### config.mk
export PLATFORM = sky130hd
export DESIGN_NAME = key_responder
export DESIGN_NICKNAME = d
export VERILOG_FILES = /design/src/rtl/handshake_pkg.sv /design/src/rtl/key_responder_sync_fifo.sv /design/src/rtl/key_responder.sv
export SDC_FILE = /design/constraint.sdc
export NUM_CORES = 1
export LEC_CHECK = 0
export BUFFER_PORTS_ARGS = -buffer_cell sky130_fd_sc_hd__buf_4
export CAP_MARGIN = 10
export CORE_MARGIN = 10
export CORE_UTILIZATION = 53
export CTS_BUF_LIST = sky130_fd_sc_hd__clkbuf_4
export DETAILED_ROUTE_END_ITERATION = 10
export PLACE_DENSITY_LB_ADDON = 0.05
export SLEW_MARGIN = 10
export SYNTH_ARGS = -nofsm -noshare
export SYNTH_HDL_FRONTEND = slang
export SYNTH_SLANG_ARGS = --single-unit
### constraint.sdc
create_clock -name clk -period 2.7 [get_ports clk]
set_clock_uncertainty 0.1 [all_clocks]
set_input_delay 0.81 -clock clk [delete_from_list [all_inputs] [get_ports clk]]
set_output_delay 0.81 -clock clk [all_outputs]
set_load 0.05 [all_outputs]
### src/rtl/handshake_pkg.sv
// Shared definitions for the request/key handshake between the key producer
// and the key_responder consumer stage.
package handshake_pkg;

    // Key width; the producer drives a 4-bit modulo-16 counter.
    localparam int KEY_W = 4;

    // Responder handshake states: wait for a request, then acknowledge it.
    typedef enum logic [0:0] {
        IDLE = 1'b0,
        ACK  = 1'b1
    } resp_state_e;

    // One key as carried on req_key / out_key.
    typedef logic [KEY_W-1:0] key_t;

endpackage : handshake_pkg

### src/rtl/key_responder_sync_fifo.sv
// Small synchronous FIFO with registered occupancy, empty and full flags.
// The head word is read straight from storage at the registered read pointer
// and forced to zero while the registered empty flag is set, so no input of
// this block reaches an output within the same cycle.
module sync_fifo #(
    parameter int DEPTH = 4,
    parameter int WIDTH = 4
) (
    input  logic                       clk,
    input  logic                       rst,
    input  logic                       push,
    input  logic [WIDTH-1:0]           push_data,
    input  logic                       pop,
    output logic [WIDTH-1:0]           head_data,
    output logic                       empty,
    output logic                       full,
    output logic [$clog2(DEPTH):0]     count
);

    localparam int PW = $clog2(DEPTH);
    localparam int CW = PW + 1;
    localparam logic [CW-1:0] DEPTH_C = CW'(DEPTH);
    localparam logic [CW-1:0] ONE_C   = CW'(1);
    localparam logic [PW-1:0] PTR_ONE = PW'(1);

    logic [WIDTH-1:0] mem_r [DEPTH];
    logic [PW-1:0]    wr_ptr_r;
    logic [PW-1:0]    rd_ptr_r;
    logic [CW-1:0]    count_r;
    logic             empty_r;
    logic             full_r;

    logic             do_push_s;
    logic             do_pop_s;
    logic [CW-1:0]    count_next_s;

    // Qualify requests: pushes into a full FIFO and pops from an empty one are dropped.
    always_comb begin
        do_push_s    = push & ~full_r;
        do_pop_s     = pop & ~empty_r;
        count_next_s = count_r;
        case ({do_push_s, do_pop_s})
            2'b10:   count_next_s = count_r + ONE_C;
            2'b01:   count_next_s = count_r - ONE_C;
            2'b11:   count_next_s = count_r;
            2'b00:   count_next_s = count_r;
            default: count_next_s = count_r;
        endcase
    end

    // Pointers, occupancy and flags; flags are precomputed so outputs stay pure flops.
    always_ff @(posedge clk) begin
        if (rst) begin
            wr_ptr_r <= {PW{1'b0}};
            rd_ptr_r <= {PW{1'b0}};
            count_r  <= {CW{1'b0}};
            empty_r  <= 1'b1;
            full_r   <= 1'b0;
        end else begin
            if (do_push_s) begin
                wr_ptr_r <= wr_ptr_r + PTR_ONE;
            end
            if (do_pop_s) begin
                rd_ptr_r <= rd_ptr_r + PTR_ONE;
            end
            count_r <= count_next_s;
            empty_r <= (count_next_s == {CW{1'b0}});
            full_r  <= (count_next_s == DEPTH_C);
        end
    end

    // Storage array; contents need no reset because reads are gated by empty.
    always_ff @(posedge clk) begin
        if (do_push_s) begin
            mem_r[wr_ptr_r] <= push_data;
        end
    end

    // Head word gated to zero while empty so stale storage never leaks out.
    always_comb begin
        if (empty_r) begin
            head_data = {WIDTH{1'b0}};
        end else begin
            head_data = mem_r[rd_ptr_r];
        end
    end

    assign empty = empty_r;
    assign full  = full_r;
    assign count = count_r;

endmodule : sync_fifo

### src/rtl/key_responder.sv
// Consumer of the request/key producer. Each accepted key is acknowledged
// with a one-cycle registered ack, checked against the expected modulo-2^KEY_W
// successor of the previous key, and buffered in a FIFO drained through a
// valid/ready port. ack depends only on state flops, so the producer's
// combinational ack -> counter path cannot close a loop through this block.
module key_responder #(
    parameter int DEPTH = 4,
    parameter int KEY_W = 4
) (
    input  logic                       clk,
    input  logic                       rst,
    input  logic                       req,
    input  logic [KEY_W-1:0]           req_key,
    output logic                       ack,
    output logic                       out_valid,
    output logic [KEY_W-1:0]           out_key,
    input  logic                       out_ready,
    output logic [$clog2(DEPTH):0]     count,
    output logic                       seq_err
);

    import handshake_pkg::*;

    localparam int CW = $clog2(DEPTH) + 1;
    localparam logic [KEY_W-1:0] KEY_ONE = KEY_W'(1);

    resp_state_e      state_r;
    resp_state_e      state_next_s;
    logic             capture_s;
    logic             ack_r;
    logic [KEY_W-1:0] exp_key_r;
    logic             seq_err_r;

    logic             fifo_empty_s;
    logic             fifo_full_s;
    logic             fifo_pop_s;
    logic [CW-1:0]    fifo_count_s;
    logic [KEY_W-1:0] fifo_head_s;

    // Handshake decode: accept in IDLE only when the FIFO has room right now.
    // The full flag reflects the current occupancy, so a pop in the same
    // cycle cannot open a slot for this request.
    always_comb begin
        state_next_s = state_r;
        capture_s    = 1'b0;
        case (state_r)
            IDLE: begin
                if (req && !fifo_full_s) begin
                    capture_s    = 1'b1;
                    state_next_s = ACK;
                end else begin
                    capture_s    = 1'b0;
                    state_next_s = IDLE;
                end
            end
            ACK: begin
                // Producer key is stale here; it advances at the end of this cycle.
                capture_s    = 1'b0;
                state_next_s = IDLE;
            end
            default: begin
                capture_s    = 1'b0;
                state_next_s = IDLE;
            end
        endcase
    end

    // State register and ack flop; ack is high exactly for the ACK cycle.
    always_ff @(posedge clk) begin
        if (rst) begin
            state_r <= IDLE;
            ack_r   <= 1'b0;
        end else begin
            state_r <= state_next_s;
            ack_r   <= (state_next_s == ACK);
        end
    end

    // Order check: every captured key must equal the successor of the last one.
    always_ff @(posedge clk) begin
        if (rst) begin
            exp_key_r <= {KEY_W{1'b0}};
            seq_err_r <= 1'b0;
        end else if (capture_s) begin
            if (req_key != exp_key_r) begin
                seq_err_r <= 1'b1;
            end
            exp_key_r <= req_key + KEY_ONE;
        end
    end

    // Consumer pop; the FIFO itself ignores pops while empty.
    always_comb begin
        fifo_pop_s = out_valid & out_ready;
    end

    sync_fifo #(
        .DEPTH (DEPTH),
        .WIDTH (KEY_W)
    ) u_fifo (
        .clk       (clk),
        .rst       (rst),
        .push      (capture_s),
        .push_data (req_key),
        .pop       (fifo_pop_s),
        .head_data (fifo_head_s),
        .empty     (fifo_empty_s),
        .full      (fifo_full_s),
        .count     (fifo_count_s)
    );

    assign ack       = ack_r;
    assign seq_err   = seq_err_r;
    assign out_valid = ~fifo_empty_s;
    assign out_key   = fifo_head_s;
    assign count     = fifo_count_s;

endmodule : key_responder

=== Yosys cells after proc, flatten, opt, wreduce, memory -nomap -nowiden ===
Memory sizes are Yosys's and may differ from the RTL's. A register that Yosys moved wholly into a read port is not among the register bits.
Index checks and enable logic that the tools add are counted.
W data, S select, Z words.

* Add/subtract/negate cells: 5
* Eq/ne operators: 5
* Multiplexer cells: 8
* Reductions and logical operators: 6
* Bitwise gates (word level): 6

{| class="wikitable"
|+ Operator list
! cell !! number
|-
| $pmux W3 S3 || 1
|-
| $add A2 B1 Y2 const B || 2
|-
| $add A4 B1 Y4 const B || 1
|-
| $eq A2 B2 Y1 const B || 2
|-
| $mux W2 || 2
|-
| $mux W4 || 1
|-
| $ne A4 B4 Y1 || 1
|-
| $add A3 B1 Y3 const B || 1
|-
| $and A1 B1 Y1 || 3
|-
| $eq A3 B3 Y1 const B || 1
|-
| $logic_not A3 Y1 || 1
|-
| $mux W1 || 3
|-
| $not A1 Y1 || 3
|-
| $sub A3 B1 Y3 const B || 1
|-
| $eq A2 B1 Y1 const B || 1
|-
| $logic_not A2 Y1 || 1
|-
| $pmux W1 S2 || 1
|-
| $reduce_and A2 Y1 || 1
|-
| $reduce_or A2 Y1 || 1
|-
| $logic_and A1 B1 Y1 || 1
|-
| $logic_not A1 Y1 || 1
|}

* Output and inout bits: 10
* Register bits after elaboration: 15
* Bits in writable memories: 16
* Word-level logic and storage cells: 39
* Memories kept: 1
* Input port bits: 8

{| class="wikitable"
|+ Memory list
! name !! words !! width !! rd ports !! clocked after Yosys merged registers in !! wr ports !! RTL line !! RTL
|-
| u_fifo.mem_r || 4 || 4 || 1 || 1 || 1 || key_responder_sync_fifo.sv:26 || <nowiki>logic [WIDTH-1:0] mem_r [DEPTH];</nowiki>
|}

=== Longest topological paths before layout ===
Gate-level depths: netlist (run 1).

* Depth after elaboration: 9
* Mapped depth: 8
* Gate-level depth less buffers: 7

=== Modules after synthesis ===
A second synthesis (run 1) with hierarchy kept.

* Cells, all modules: 111
* Area, all modules: 1437.6 µm²

{| class="wikitable"
|+ By module, submodules not included
! module !! cells each !! times used !! seq. area each (µm²) !! area each (µm²)
|-
| sync_fifo || 82 || 1 || 700.7 || 1147.4
|-
| key_responder || 29 || 1 || 120.1 || 290.3
|}

=== Least setup slack after synthesis (run 1) ===
Ideal clock, no wire load.

* Path type: input-to-reg
* Start point: in req
* End point: reg u_fifo.full_r, in the netlist u_fifo.full
* Stages: 8
* Path slack: -0.020 ns
* Path buffers: 1
* Data required time: 2.481 ns
* Arrival: 2.502 ns
* Setup time: 0.119 ns
* Cell sequence: nor3b_4 > buf_6 > inv_1 > ha_1 > fa_1 > xnor2_1 > o21a_1 > o221a_2

* Cells in the longest elaborated chain, start to end: 8
* Elaborated cells between the ends (all ways): 11
* Classes of those cells: eq/ne (4); mux (3); bitwise (1); reduce/logical (3)

{| class="wikitable"
|+ Ends and longest elaborated chain
! element !! RTL line !! RTL
|-
| start, declared || key_responder.sv:12 || <nowiki>input logic req,</nowiki>
|-
| $logic_and A1 B1 Y1 (*) || key_responder.sv:48 || <nowiki>if (req && !fifo_full_s) begin</nowiki>
|-
| $mux W1 (*) || key_responder.sv:48 ||
|-
| $pmux W1 S2 (*) || key_responder.sv:46 || <nowiki>case (state_r)</nowiki>
|-
| $and A1 B1 Y1 (*) || key_responder_sync_fifo.sv:39 || <nowiki>do_push_s = push & ~full_r;</nowiki>
|-
| $eq A2 B2 Y1 / $logic_not A2 Y1 (equally long branches) || key_responder_sync_fifo.sv:42 || <nowiki>case ({do_push_s, do_pop_s})</nowiki>
|-
| $reduce_or A2 Y1 (no line) || n/a ||
|-
| $pmux W3 S3 (*) || key_responder_sync_fifo.sv:42 ||
|-
| $eq A3 B3 Y1 (*) || key_responder_sync_fifo.sv:68 || <nowiki>full_r <= (count_next_s == DEPTH_C);</nowiki>
|-
| end signal, assigned || key_responder_sync_fifo.sv:68 ||
|-
| end, declared || key_responder_sync_fifo.sv:31 || <nowiki>logic full_r;</nowiki>
|}

Mark *: on every way between the ends. The rest lies on a longest branch, timed or not.
A chain may end at the register's enable or synchronous reset.

==> results_dict.tcl, run 1 <==
set metrics [dict create \
    path_class "reg -> out" \
    yosys_register_bits 33 \
    drt-initial-drc-count 35 \
    viasPerCell 5.10 \
    pin_count 18 \
    area_growth_pct 17.0 \
    hold_class "reg -> reg" \
    p_clk_share_pct 23.8 \
    cts_inserted_buffers 5 \
    seqPwrFrac_pct 43.4 \
    report.final.slew_viol_count 0 \
    ant_nets 0 \
    max_freq_ghz 0.393 \
    portBuffers 17 \
    cts.sinks 33 \
    num_vias 800 \
    arrival_ns 1.63 \
    setup_viol 0 \
    start_util_pct 56.1 \
    synth_area_um2 1420 \
    power.density_nw_per_um2 905 \
    dr.pass1.iters 3 \
    route.detailed.drc 0 \
    layout.nets 141 \
    hold_violations 0 \
    finish.utilization_pct 65.6 \
    dp_hpwl_um 1830 \
    rows 18 \
    clk_pin_slew_ns 0.10 \
    drv_cap 0 \
    fillers 200 \
    critPathMaxFanout 4 \
    n_antenna_cell 0 \
    htreeDepth 2 \
    leakagePower_nw 0.674 \
    postSynthAreaPerCell_um2 13.7 \
    post_cts_buffers 0 \
    hold_ws_ns 0.362 \
    clockBufferDepth 2 \
    yosysWarnings 0 \
    gp_congestion 0.782 \
    grt_pass1_wl_um 4110 \
    tritoncts "done" \
    cp.required_ns 1.79 \
    peakVddDrop_uv 782 \
    fin_crit_ns 2.54 \
    sw_frac_of_total_pct 34.4 \
    fp.dieArea_um2 5140 \
    grt_max_degree 15 \
    core-area_um2 2520 \
    syn_inst 103 \
    ys_types 27 \
    cts_root_buf "clkbuf_4" \
    period_share_pct 94.1 \
    power_frac_comb_pct 32.8 \
    internal_power_mw 0.984 \
    clock_latency_ns 0.33 \
    crit_path_end_kind "primary output" \
    worst_pin_slew_ns 0.340 \
    die_x_um 71.7 \
    p_sw_mw 0.515 \
    antenna_found_initial 0 \
    relSlewSlack_pct 77.2 \
    setup_tns_ns 0 \
    synth-seq-area-share_pct 58.0 \
    start_kind "flop" \
    synth_nets 118 \
    status "complete, no violations" \
    grt_pass1_vias 845 \
    drive_above_1_share_pct 26.0 \
    dieHeight_um 71.7 \
    wirelength_um 2350 \
    drt-wirelength-per-cell_um 15.0 \
    gr-total-overflow 0 \
    gr-usage-all-layers_pct 10.2 \
    rsz0062_at_grt "no" \
]
-- worst max-delay path, stage by stage (launching register included) --
cell and delay (ns):
dfxtp_2 0.40, mux4_1 0.56, and2_1 0.17, buf_4 0.18
-- kinds of logic after synthesis --
kind of cell	share of synthesized area [%]
flip-flops	58.0
buffers and inverters	2.65
AO/OA/AOI/OAI	5.13
multiplexers	9.55
AND/OR/NAND/NOR	11.1
adder cells (fa/ha/maj)	6.72
XOR/XNOR	6.81
-- metrics by stage --
stage / setup slack [ns] / std cells / total power [mW] / cell area, um2
2_1_floorplan: 0.0211 / 103 / 1.01 / 1420
3_3_place_gp: 0.127 / 149 / 1.14 / 1580
3_5_place_dp: 0.0471 / 149 / 1.16 / 1580
4_1_cts: 0.0378 / 157 / 1.52 / 1650
5_1_grt: 0.0883 / 157 / 1.58 / 1660
6_report: 0.158 / 157 / 1.50 / 1660
-- cell usage in the layout (no fill, tap or decap), types with 2 or more instances in the layout --
cell type / n
buf_4: 18
dfxtp_1: 16
edfxtp_1: 16
nor2_1: 12
xor2_1: 7
inv_1: 6
ha_1: 6
clkbuf_4: 6
mux4_1: 4
and2_1: 4
and2_2: 4
xnor2_1: 4
mux2i_1: 3
o21a_1: 2
a21oi_1: 2
nor3b_1: 2
a211oi_1: 2
-- final timing paths --
path | start | end | slack, ns | depth (start not counted)
setup / recovery | flop | out_key[0] | 0.16 | 3
hold / removal | seq_err$_SDFFE_PP0P_ | seq_err$_SDFFE_PP0P_ | 0.36 | 2
setup reg to reg | ack$_SDFF_PP0_ | u_fifo.empty$_SDFF_PP1_ | 0.60 | 7
hold reg to reg | seq_err$_SDFFE_PP0P_ | seq_err$_SDFFE_PP0P_ | 0.36 | 2
-- registers in the layout, summed over array words and instances (netlist names), named ones only --
name,count
u_fifo.mem_r,16
exp_key_r,4
u_fifo.count,3
u_fifo.rd_ptr_r,2
u_fifo.wr_ptr_r,2
ack,1
seq_err,1
u_fifo.empty,1
u_fifo.full,1
-- repair_timing --
action / in CTS / in global routing
hold buffers: 0 / 0
resized for setup: 0 / 1
setup endpoints to repair: 0 / 1
-- power groups by stage --
stage / sequential [mW] / clock [mW] / combinational (mW)
finish: 0.650 / 0.357 / 0.491
global route: 0.662 / 0.387 / 0.535
CTS: 0.651 / 0.368 / 0.499
detailed placement: 0.662 / 0 / 0.496
global placement: 0.656 / 0 / 0.482
floorplan: 0.712 / 0 / 0.303
-- cell usage after synthesis, drive strengths merged --
library cell	number	area (um2)
a211oi	2	15.0
a21oi	2	10.0
and2	8	55.1
buf	2	15.0
dfxtp	17	340
edfxtp	16	480
fa	1	20.0
ha	6	75.1
inv	6	22.5
mux2i	3	30.0
mux4	4	105
nand3	1	5.00
nand3b	1	7.51
nor2	12	45.0
nor2b	1	6.26
nor3	1	5.00
nor3b	3	33.8
o21a	2	15.0
o21ai	1	5.00
o221a	1	11.3
o31ai	1	7.51
o41ai	1	8.76
xnor2	4	35.0
xor2	7	61.3
-- cell type report --
type                       instances  area (um2)  area share (%)
clock buffer                       6        45.0            2.72
clock inverter                     2        33.8            2.04
inverter                           6        22.5            1.36
multi-input combinational         62         559            33.8
sequential                        33         822            49.7
tap                               30        37.5            2.27
timing repair buffer              18         135            8.16
-- layer usage --
layer | global-route usage [%] | wire [um] | up-vias
met5 | 0 | 0 | -
met4 | 5.81 | 35 | 0
met3 | 4.68 | 163 | 4
met2 | 15.9 | 1130 | 19
met1 | 11.3 | 1020 | 362
li1 | - | - | 415
Note: power is estimated with default switching activity, not from simulation.
==> run 2: changes to the inputs <==
--- a/config.mk
+++ b/config.mk
@@ -11,6 +11,7 @@
 export CORE_UTILIZATION = 53
 export CTS_BUF_LIST = sky130_fd_sc_hd__clkbuf_4
 export DETAILED_ROUTE_END_ITERATION = 10
+export HOLD_SLACK_MARGIN = 0.08
 export PLACE_DENSITY_LB_ADDON = 0.05
 export SLEW_MARGIN = 10
 export SYNTH_ARGS = -nofsm -noshare
==> constraint.sdc (replaced) <==
create_clock -name clk -period 2.7 [get_ports clk]
set_clock_uncertainty 0.1 [all_clocks]
set_input_delay 0.81 -clock clk [delete_from_list [all_inputs] [get_ports clk]]
set_output_delay 0.81 -clock clk [all_outputs]
set_load 0.005 [all_outputs]
==> results_dict.tcl, run 2 (synthesized netlist as in run 1, its figures left out) <==
set metrics [dict create \
    die_x_um 71.7 \
    regMostFlops "u_fifo.mem_r" \
    gr-total-overflow 0 \
    htreeDepth 2 \
    core-area_um2 2520 \
    clk_pin_slew_ns 0.10 \
    n_antenna_cell 0 \
    worst_pin_slew_ns 0.340 \
    drt-initial-drc-count 35 \
    final_cell_mix "buf_4, dfxtp_1, edfxtp_1" \
    area_growth_pct 16.9 \
    setup_tns_ns 0 \
    cts.sinks 33 \
    largest_register_ffs 16 \
    gp_congestion 0.782 \
    gr-usage-all-layers_pct 10.2 \
    cp.required_ns 1.79 \
    start_util_pct 56.1 \
    post_cts_buffers 0 \
    pin_count 18 \
    drive_above_1_share_pct 25.2 \
    viasPerCell 5.10 \
    cts_inserted_buffers 5 \
    final_common_cell "buf_4" \
    drt-wirelength-per-cell_um 15.0 \
    grt_max_degree 15 \
    layout.nets 141 \
    final-seq-area_um2 821 \
    power.density_nw_per_um2 810 \
    fillers 201 \
    max_freq_ghz 0.390 \
    ctsHoldBuffers 0 \
    path_class "reg -> out" \
    grt_pass1_vias 845 \
    cts_resized 0 \
    multi_input_comb_area_um2 559 \
    rows 18 \
    dieHeight_um 71.7 \
    clockBufferDepth 2 \
    fin_cells 157 \
    wirelength_um 2350 \
    period_share_pct 95.0 \
    report.final.slew_viol_count 0 \
    setup_viol 0 \
    hold_violations 0 \
    tritoncts "done" \
    ant_nets 0 \
    crit_path_end_kind "primary output" \
    fp.dieArea_um2 5140 \
    dr.pass1.iters 3 \
    start_kind "flop" \
    drv_cap 0 \
    leakagePower_nw 0.674 \
    antenna_found_initial 0 \
    dp_hpwl_um 1830 \
    arrival_ns 1.65 \
    hold_ws_ns 0.362 \
    fin_crit_ns 2.56 \
    finish.utilization_pct 65.6 \
    placed_cells 149 \
    cts_root_buf "clkbuf_4" \
    status "complete, no violations" \
    route.detailed.drc 0 \
    critPathMaxFanout 4 \
    rsz0062_at_grt "no" \
    clock_latency_ns 0.33 \
    grt_pass1_wl_um 4110 \
    num_vias 800 \
    portBuffers 17 \
    peakVddDrop_uv 693 \
    hold_class "reg -> reg" \
    relSlewSlack_pct 77.2 \
]
[run 2: cell counts in the layout (fill, tap and decap cells not counted)]
Identical to the previous run, type by type.
[run 2: metal layers]
metal	GRT usage [%]	routed length, um
met5	0	0
met4	5.81	35
met3	4.68	163
met2	15.9	1130
met1	11.3	1020
[run 2: where the power goes]
| group | internal [mW] | switching, mW | total, mW |
|---|---|---|---|
| combinational | 0.184 | 0.149 | 0.333 |
| sequential | 0.591 | 0.0576 | 0.649 |
| clock | 0.203 | 0.155 | 0.357 |
| total | 0.978 | 0.361 | 1.34 |
[run 2: layout make-up]
type | count | share of cell area (%)
multi-input combinational | 62 | 33.8
inverter | 6 | 1.36
timing repair buffer | 18 | 8.17
tap | 30 | 2.27
sequential | 33 | 49.6
clock buffer | 6 | 2.72
clock inverter | 2 | 2.04
[run 2: final timing paths]
check                             from                 endpoint  slack [ns]  cells past startpoint
setup / recovery                  flop               out_key[0]        0.14                      3
hold / removal    seq_err$_SDFFE_PP0P_     seq_err$_SDFFE_PP0P_        0.36                      2
setup reg to reg        ack$_SDFF_PP0_  u_fifo.empty$_SDFF_PP1_        0.60                      7
hold reg to reg   seq_err$_SDFFE_PP0P_     seq_err$_SDFFE_PP0P_        0.36                      2
[run 2: critical path, stage by stage (launching register included)]
cell and delay [ns]:
dfxtp_1 0.46, mux4_1 0.58, and2_1 0.17, buf_4 0.13
[run 2: through the flow]
stage	cell area [um2]	setup slack [ns]	power (mW)
detailed placement	1580	0.0471	1.00
floorplan	1420	0.0212	0.862
finish	1650	0.135	1.34
CTS	1650	0.0927	1.36
global route	1650	0.0517	1.42
global placement	1580	0.127	0.981
